--- src/rtl/dht_uart_framer.sv ---
// dht_uart_framer: waits until every enabled channel reports valid data, latches all channel
// words in one cycle, then streams them byte by byte (MSB first, channel 0 first) into an
// external uart_tx, with a pre-frame gap and inter-channel gaps.
// Build macro DHT_FRAME_CHECKSUM_EN adds a 0xA5 header byte and a trailing XOR checksum byte.
module dht_uart_framer #(
    parameter int unsigned N_CH       = 3,
    parameter int unsigned WORD_BYTES = 4,
    parameter int unsigned PRE_GAP    = 10,
    parameter int unsigned CH_GAP     = 10
) (
    input  logic               clk,
    input  logic               reset_n,
    input  logic [N_CH-1:0]    data_valid,
    input  logic [32*N_CH-1:0] sensor_data,
    input  logic [N_CH-1:0]    ch_enable,
    input  logic               continuous,
    input  logic               tx_busy,
    output logic [7:0]         tx_data,
    output logic               tx_send,
    output logic               frame_active,
    output logic               frame_done,
    output logic [2:0]         ch_index,
    output logic [2:0]         debug_state
);

    typedef enum logic [2:0] {
        StIdle = 3'd0,
        StPre  = 3'd1,
        StLoad = 3'd2,
        StSend = 3'd3,
        StWait = 3'd4,
        StGap  = 3'd5,
        StDone = 3'd6
    } state_e;

    localparam logic [15:0] PreLast  = 16'(PRE_GAP - 1);
    localparam logic [15:0] GapLast  = 16'(CH_GAP - 1);
    localparam logic [1:0]  ByteLast = 2'(WORD_BYTES - 1);

    state_e          state_q, state_d;
    logic [31:0]     words_q [N_CH];
    logic [N_CH-1:0] en_q;
    logic [2:0]      ch_q, ch_d;
    logic [1:0]      byte_q, byte_d;
    logic [15:0]     cnt_q, cnt_d;
    logic            busy_seen_q, busy_seen_d;
    logic            latch;
    logic            trigger;
    logic [2:0]      first_ch;
    logic [2:0]      next_ch;
    logic            has_next;
    logic [31:0]     cur_word;
    logic [4:0]      shamt;
    logic [7:0]      cur_byte;
    logic [7:0]      load_byte;

`ifdef DHT_FRAME_CHECKSUM_EN
    typedef enum logic [1:0] {PhHdr, PhData, PhSum} phase_e;
    phase_e     phase_q, phase_d;
    logic [7:0] csum_q, csum_d;
`endif

    assign trigger      = (|ch_enable) && (&(data_valid | ~ch_enable));
    assign ch_index     = ch_q;
    assign debug_state  = state_q;
    assign frame_active = state_q inside {StPre, StLoad, StSend, StWait, StGap};

    // Channel selection: lowest enabled at trigger, next higher enabled in the latched set.
    always_comb begin
        first_ch = '0;
        next_ch  = '0;
        has_next = 1'b0;
        for (int i = int'(N_CH) - 1; i >= 0; i--) begin
            if (ch_enable[i]) first_ch = 3'(i);
            if (en_q[i] && (i > int'(ch_q))) begin
                has_next = 1'b1;
                next_ch  = 3'(i);
            end
        end
    end

    // Current payload byte; byte_q == 0 selects the most significant used byte.
    always_comb begin
        cur_word = '0;
        for (int i = 0; i < int'(N_CH); i++) begin
            if (ch_q == 3'(i)) cur_word = words_q[i];
        end
        shamt    = {ByteLast - byte_q, 3'b000};
        cur_byte = 8'(cur_word >> shamt);
`ifdef DHT_FRAME_CHECKSUM_EN
        if (phase_q == PhHdr)      load_byte = 8'hA5;
        else if (phase_q == PhSum) load_byte = csum_q;
        else                       load_byte = cur_byte;
`else
        load_byte = cur_byte;
`endif
    end

    // Next-state logic and strobes.
    always_comb begin
        state_d     = state_q;
        ch_d        = ch_q;
        byte_d      = byte_q;
        cnt_d       = cnt_q;
        busy_seen_d = busy_seen_q;
        latch       = 1'b0;
        tx_send     = 1'b0;
        tx_data     = 8'h00;
        frame_done  = 1'b0;
`ifdef DHT_FRAME_CHECKSUM_EN
        phase_d = phase_q;
        csum_d  = csum_q;
`endif
        unique case (state_q)
            StIdle: begin
                if (trigger) begin
                    latch   = 1'b1;
                    ch_d    = first_ch;
                    byte_d  = '0;
                    cnt_d   = '0;
                    state_d = StPre;
`ifdef DHT_FRAME_CHECKSUM_EN
                    phase_d = PhHdr;
                    csum_d  = '0;
`endif
                end
            end
            StPre: begin
                if (cnt_q >= PreLast) begin
                    cnt_d   = '0;
                    state_d = StLoad;
                end else begin
                    cnt_d = cnt_q + 16'd1;
                end
            end
            StLoad: begin
                if (!tx_busy) begin
                    tx_send     = 1'b1;
                    tx_data     = load_byte;
                    busy_seen_d = 1'b0;
                    state_d     = StSend;
`ifdef DHT_FRAME_CHECKSUM_EN
                    if (phase_q == PhData) csum_d = csum_q ^ cur_byte;
`endif
                end
            end
            StSend: begin
                if (tx_busy) busy_seen_d = 1'b1;
                state_d = StWait;
            end
            StWait: begin
                if (tx_busy) begin
                    busy_seen_d = 1'b1;
                end else if (busy_seen_q) begin
`ifdef DHT_FRAME_CHECKSUM_EN
                    if (phase_q == PhHdr) begin
                        phase_d = PhData;
                        state_d = StLoad;
                    end else if (phase_q == PhSum) begin
                        frame_done = 1'b1;
                        state_d    = StDone;
                    end else
`endif
                    if (byte_q != ByteLast) begin
                        byte_d  = byte_q + 2'd1;
                        state_d = StLoad;
                    end else if (has_next) begin
                        ch_d    = next_ch;
                        byte_d  = '0;
                        cnt_d   = '0;
                        state_d = (CH_GAP == 0) ? StLoad : StGap;
                    end else begin
`ifdef DHT_FRAME_CHECKSUM_EN
                        phase_d = PhSum;
                        state_d = StLoad;
`else
                        frame_done = 1'b1;
                        state_d    = StDone;
`endif
                    end
                end
            end
            StGap: begin
                if (cnt_q >= GapLast) begin
                    cnt_d   = '0;
                    state_d = StLoad;
                end else begin
                    cnt_d = cnt_q + 16'd1;
                end
            end
            StDone: begin
                if (continuous) state_d = StIdle;
            end
            default: state_d = StIdle;
        endcase
    end

    // State, counters and the frame snapshot taken at trigger.
    always_ff @(posedge clk or negedge reset_n) begin
        if (!reset_n) begin
            state_q     <= StIdle;
            ch_q        <= '0;
            byte_q      <= '0;
            cnt_q       <= '0;
            busy_seen_q <= 1'b0;
            en_q        <= '0;
            for (int i = 0; i < int'(N_CH); i++) words_q[i] <= '0;
`ifdef DHT_FRAME_CHECKSUM_EN
            phase_q <= PhHdr;
            csum_q  <= '0;
`endif
        end else begin
            state_q     <= state_d;
            ch_q        <= ch_d;
            byte_q      <= byte_d;
            cnt_q       <= cnt_d;
            busy_seen_q <= busy_seen_d;
`ifdef DHT_FRAME_CHECKSUM_EN
            phase_q <= phase_d;
            csum_q  <= csum_d;
`endif
            if (latch) begin
                en_q <= ch_enable;
                for (int i = 0; i < int'(N_CH); i++) words_q[i] <= sensor_data[32*i +: 32];
            end
        end
    end

endmodule

--- config.mk ---
export PLATFORM = sky130hd
export DESIGN_NAME = dht_uart_framer
export DESIGN_NICKNAME = d
export VERILOG_FILES = /design/src/rtl/dht_uart_framer.sv
export SDC_FILE = /design/constraint.sdc
export NUM_CORES = 1
export LEC_CHECK = 0
export CORE_UTILIZATION = 47
export CTS_CLUSTER_SIZE = 40
export DETAILED_ROUTE_END_ITERATION = 12
export MAX_ROUTING_LAYER = met4
export PLACE_DENSITY = 0.85
export SETUP_SLACK_MARGIN = 0.15
export SLEW_MARGIN = 20
export SYNTH_ARGS = -nofsm -noshare
export SYNTH_HDL_FRONTEND = slang
export SYNTH_SLANG_ARGS = --single-unit
export TNS_END_PERCENT = 100
--- constraint.sdc ---
create_clock -name clk -period 2.2 [get_ports clk]
set_input_delay 0.22 -clock clk [delete_from_list [all_inputs] [get_ports clk]]
set_output_delay 0.22 -clock clk [all_outputs]
set_load 0.02 [all_outputs]
# ---- Yosys cells after proc, flatten, opt, wreduce, memory -nomap -nowiden
# Index checks and enable logic that the tools add are counted.
dict set report totals {
  ff_bits 124
  input_bits 106
  out_inout_bits 17
  elab_cells 107
}
dict set report classes {
  add_sub_neg 3
  order_cmp 3
  eq_ne 19
  shifts 1
  mux 52
  n_bitwise 2
  n_reduce_logical 18
}
# cell count
set ops {}
lappend ops {{$mux W16} 6}
lappend ops {{$mux W32} 3}
lappend ops {{$pmux W16 S3} 1}
lappend ops {{$mux W3} 14}
lappend ops {{$shr A32 B5 Y8} 1}
lappend ops {{$mux W2} 9}
lappend ops {{$pmux W3 S6} 1}
lappend ops {{$reduce_and A6 Y1} 3}
lappend ops {{$add A16 B1 Y16 const B} 1}
lappend ops {{$ge A16 B4 Y1 const B} 1}
lappend ops {{$mux W8} 2}
lappend ops {{$ne A2 B2 Y1 const B} 8}
lappend ops {{$mux W1} 13}
lappend ops {{$eq A3 B2 Y1 const B} 3}
lappend ops {{$eq A3 B3 Y1 const B} 3}
lappend ops {{$eq A3 B1 Y1 const B} 2}
lappend ops {{$logic_not A3 Y1} 2}
lappend ops {{$pmux W3 S2} 1}
lappend ops {{$reduce_and A3 Y1} 2}
lappend ops {{$reduce_and A5 Y1} 1}
lappend ops {{$reduce_bool A5 Y1} 1}
lappend ops {{$ne A2 B1 Y1 const B} 2}
lappend ops {{$pmux W2 S2} 1}
lappend ops {{$reduce_bool A2 Y1} 2}
lappend ops {{12 further kinds} 15}

# ---- Longest topological paths before layout
dict set report logic_depth {
  word_depth 9
  depth_mapped 8
  ltp_nobuf 7
}

# ---- Least setup slack after synthesis
# No wires, ideal clock.
dict set report synth_path {
  kind {register to output}
  from {reg ch_q[0] (netlist: ch_index[0])}
  to {out tx_data[1]}
  t_arrival_ps 2276
  t_required_ps 1980
  path_slack_ps -296
  stages_incl_launch_ff 8
  n_path_buf 2
  path_cell_list {dfrtp_1 clkbuf_1 inv_1 nor2_1 clkbuf_1 a21oi_1 mux4_2 nor2_1}
}
dict set report synth_between {
  elab_chain_cells 7
  word_cells_on_any_way 9
  classes_between {2 x eq/ne; 1 x shift; 5 x mux; 1 x reduce/logical}
}
# item line
set synth_rtl {}
lappend synth_rtl {{start, declared} 43} ;# logic [2:0] ch_q, ch_d;
lappend synth_rtl {{start signal, assigned} 214} ;# ch_q <= ch_d;
lappend synth_rtl {{$logic_not A3 Y1} 86} ;# if (ch_q == 3'(i)) cur_word = words_q[i];
lappend synth_rtl {{$mux W32 (2 in series)} 86}
lappend synth_rtl {{$mux W32 *} 86}
lappend synth_rtl {{$shr A32 B5 Y8 *} 89} ;# cur_byte = 8'(cur_word >> shamt);
lappend synth_rtl {{$mux W8 *} 137} ;# if (!tx_busy) begin
lappend synth_rtl {{$mux W8 *} 114} ;# unique case (state_q)
lappend synth_rtl {{end, declared} 18} ;# output logic [7:0] tx_data,
# Every way passes the cells marked *; elsewhere a longest branch is shown, timed or not.

# ---- Worst setup path after layout
dict set report layout_path {
  from {reg ch_q[1] (netlist: ch_index[1])}
  to {out tx_data[1]}
}
# The elaborated chain is that of the path after synthesis.

==> flow_summary.json <==
{
  "status": "finished, violations left",
  "violations": "setup timing",
  "clkTransAtPathRegs_ns": 0.05,
  "layout-drive-gt1-share_pct": 33.43,
  "p_leak_nw": 3.770,
  "drtAntennaViolNets": 0,
  "crit_top_cell": "buf_6",
  "core_um2": 12210,
  "port_buffers": 121,
  "multiInputGateArea_um2": 2838,
  "via_per_inst": 5.622,
  "power_switching_w": 0.004030,
  "met3_length_um": 1014,
  "rsz0062_at_grt": "yes",
  "crit_path_end": "tx_data[1]",
  "cts-root-buf": "clkbuf_16",
  "cp_data_required_time_ns": 1.98,
  "synth_top_area_share_pct": 50.95,
  "avgSynthCellArea_um2": 11.87,
  "post-place-ws_ns": -0.2916,
  "drt-pass1-iter-count": 4,
  "r2r_slack_ns": 0.23,
  "hold_class": "in -> reg",
  "combPwrFrac_pct": 42.9,
  "die-area_um2": 13200,
  "synth_cell_type_count": 44,
  "netlist_instances": 505,
  "overflow": 0,
  "peakVddDrop_uv": 669.7,
  "crit_path_max_incr_delay_ns": 0.51,
  "worst-path-stages": 7,
  "wl_per_cell_um": 19.82,
  "nets": 770,
  "highest_layer": "met4",
  "crit_start": "ch_index[1]$_DFFE_PN0P_",
  "insertion_delay_ns": 0.42,
  "wl_met2_um": 8566,
  "cts.sinks": 122,
  "htree_levels": 4,
  "synth_area_leader_cell": "dfrtp_1",
  "numCtsBuffers": 17,
  "final-seq-area_um2": 3055,
  "hold_viol": 0,
  "wl_met1_um": 6716,
  "yosys_warnings": 0,
  "path_class": "reg -> out",
  "drt_iter0_markers": 413,
  "drv_slew": 0,
  "ys_seq_elements": 122,
  "crit_fanout": 12,
  "diodes": 0,
  "place_hpwl_um": 10470,
  "power_density_nw_per_um2": 1403,
  "synth_edf_count": 0,
  "synthMostInstantiatedCell": "dfrtp_1",
  "synthArstFlopShare_pct": 100.0,
  "first_global_vias": 4843,
  "crit_slowest_cell": "mux4_2",
  "grt_max_degree": 54,
  "fp-row-count": 40,
  "r2r_start": "debug_state[2]$_DFFE_PN0P_",
  "final.min_clock_period_ns": 2.374,
  "cts_buffer_depth": 2,
  "tightestPinTransition_ns": 0.6125,
  "cts_tree": "yes",
  "power_frac_seq_pct": 32.5,
  "die_w_um": 114.9,
  "power_frac_clock_pct": 24.6,
  "path_buf_inv": 2,
  "period_share_pct": 107.9,
  "crit_family": "multiplexers",
  "grt_util_all_layers_pct": 25.49,
  "wl_um": 16670,
  "syn_area_um2": 5992,
  "timing.rr.end": "words_q[29]$_DFFE_PN0P_",
  "antenna_found_initial": 0,
  "synthesis.nets": 615,
  "internal_power_w": 0.008019,
  "grt_pass1_wl_um": 24370,
  "num_io_pins": 123,
  "fill_cells": 827,
  "final_core_util_pct": 70.33,
  "fmax_mhz": 421.2,
  "drc": 0,
  "synth_area_leaders": "dfrtp_1, mux2_2, mux2_4",
  "swShare_pct": 33.45,
  "crit_chain": "buf_6 -> mux2i_1 -> nor2_1 -> a21oi_2 -> mux4_2 -> nor2_4 -> buf_6",
  "die_h_um": 114.9,
  "start_util_pct": 49.07,
  "worstSetupStartpointType": "register",
  "area_growth_pct": 43.33,
  "cp.arrival_ns": 2.15,
  "worstSetupEndpointType": "output port",
  "whs_ns": 0.2017,
  "via_count": 4728,
  "drv_cap": 0,
  "slew_headroom_pct": 59.17,
  "ys.flop_type": "dfrtp_1",
  "yosys-top-cells-count": "dfrtp_1, mux2_2, nor2_1",
  "finClkSkew_ns": 0.007345,
  "ys_seq_area_share_pct": 50.95,
  "setup_viol": 8,
  "fin_ws_ns": -0.1741,
  "finalWeightedCongestion": 0.8339,
  "r2r_cells": 4
}
metrics by stage:
stage / TNS, ns / power (W) / instances / cell area, um2
finish: -0.9928 / 0.01205 / 841 / 8588
global route: -1.591 / 0.01265 / 841 / 8588
CTS: -1.000 / 0.01150 / 830 / 8268
detailed placement: -28.70 / 0.008430 / 796 / 7631
global placement: -26.25 / 0.008178 / 796 / 7631
floorplan: 0 / 0.006904 / 505 / 6036
flip-flops by register name (all words and copies together) (netlist names):
signal and flops:
cnt_q 16, ch_index 2, words_q 96, byte_q 2
busy_seen_q 1, debug_state 3, en_q 2
timing repair:
action,in CTS,in global routing
pin swaps,1,5
setup buffers,1,5
hold buffers,1,0
hold endpoints to repair,41,0
cloned,0,6
gates resized for setup,56,33
endpoints found under the setup margin,28,127
cell families (layout without fill, tap and decap cells):
| logic type | count (synthesis) | count (layout) | share of synthesized area (%) |
|---|---|---|---|
| buf+inv | 47 | 215 | 3.592 |
| compound gates | 80 | 80 | 7.893 |
| other cells | 1 | 1 | 0.06258 |
| simple gates | 116 | 116 | 9.083 |
| mux | 135 | 135 | 27.58 |
| flops | 122 | 122 | 50.95 |
| fa+ha+maj | 4 | 4 | 0.8353 |
worst min-delay path, stage by stage:
cell and delay, ns:
dlymetal6s2s_1 0.11, buf_6 0.12, mux2_2 0.13
routing by layer:
layer	vias up	GRT usage, %
met5	-	-
met3	29	5.535
met4	0	8.485
met1	2374	30.48
met2	209	42.81
li1	2116	-
power by group through the flow:
stage | clock (W) | combinational, W | sequential (W)
6_report | 0.00296 | 0.00517 | 0.00392
5_1_grt | 0.00310 | 0.00554 | 0.00401
4_1_cts | 0.00300 | 0.00463 | 0.00388
3_5_place_dp | 0 | 0.00454 | 0.00389
3_3_place_gp | 0 | 0.00437 | 0.00381
2_1_floorplan | 0 | 0.00318 | 0.00372
final cells by class:
type                    instances  area share (%)
flip-flops and latches        122           35.58
clock inverters                11           1.952
inverters                      13          0.5682
well taps                     168           2.448
multi-input cells             336           33.04
repair buffers                170           21.05
clock buffers                  21           5.361
worst min-delay path by stage:
stage                       startpoint                       to  slack [ns]  depth (start not counted)
after floorplan                reset_n  busy_seen_q$_DFFE_PN0P_       -0.08                          0
after global placement         reset_n  words_q[18]$_DFFE_PN0P_        0.25                          1
after detailed placement       reset_n  words_q[18]$_DFFE_PN0P_        0.26                          1
after CTS                      reset_n  words_q[82]$_DFFE_PN0P_        0.36                          2
after global routing      ch_enable[2]      en_q[2]$_DFFE_PN0P_        0.23                          3
final                     ch_enable[2]      en_q[2]$_DFFE_PN0P_        0.20                          3
placed cells by master, fill, tap and decap left out, types with 3 or more instances in the layout:
master             n
a21oi_1           39
a21oi_2            3
a31oi_1            7
and3_1             5
buf_12             7
buf_4             34
buf_6              9
bufinv_16          4
clkbuf_16         22
clkdlybuf4s50_1  102
clkinv_2           3
dfrtp_1          120
dlymetal6s2s_1     7
ha_1               4
inv_1             11
mux2_2            81
mux2_4            20
mux2i_1           26
mux4_2             8
nand2_1           14
nand2b_1           3
nand3_1            5
nand4_1            4
nor2_1            52
nor2_4             6
nor2b_1            6
nor3_1             4
nor4_1             4
o21ai_0           10
No activity file was read; power rests on OpenSTA's default activity.
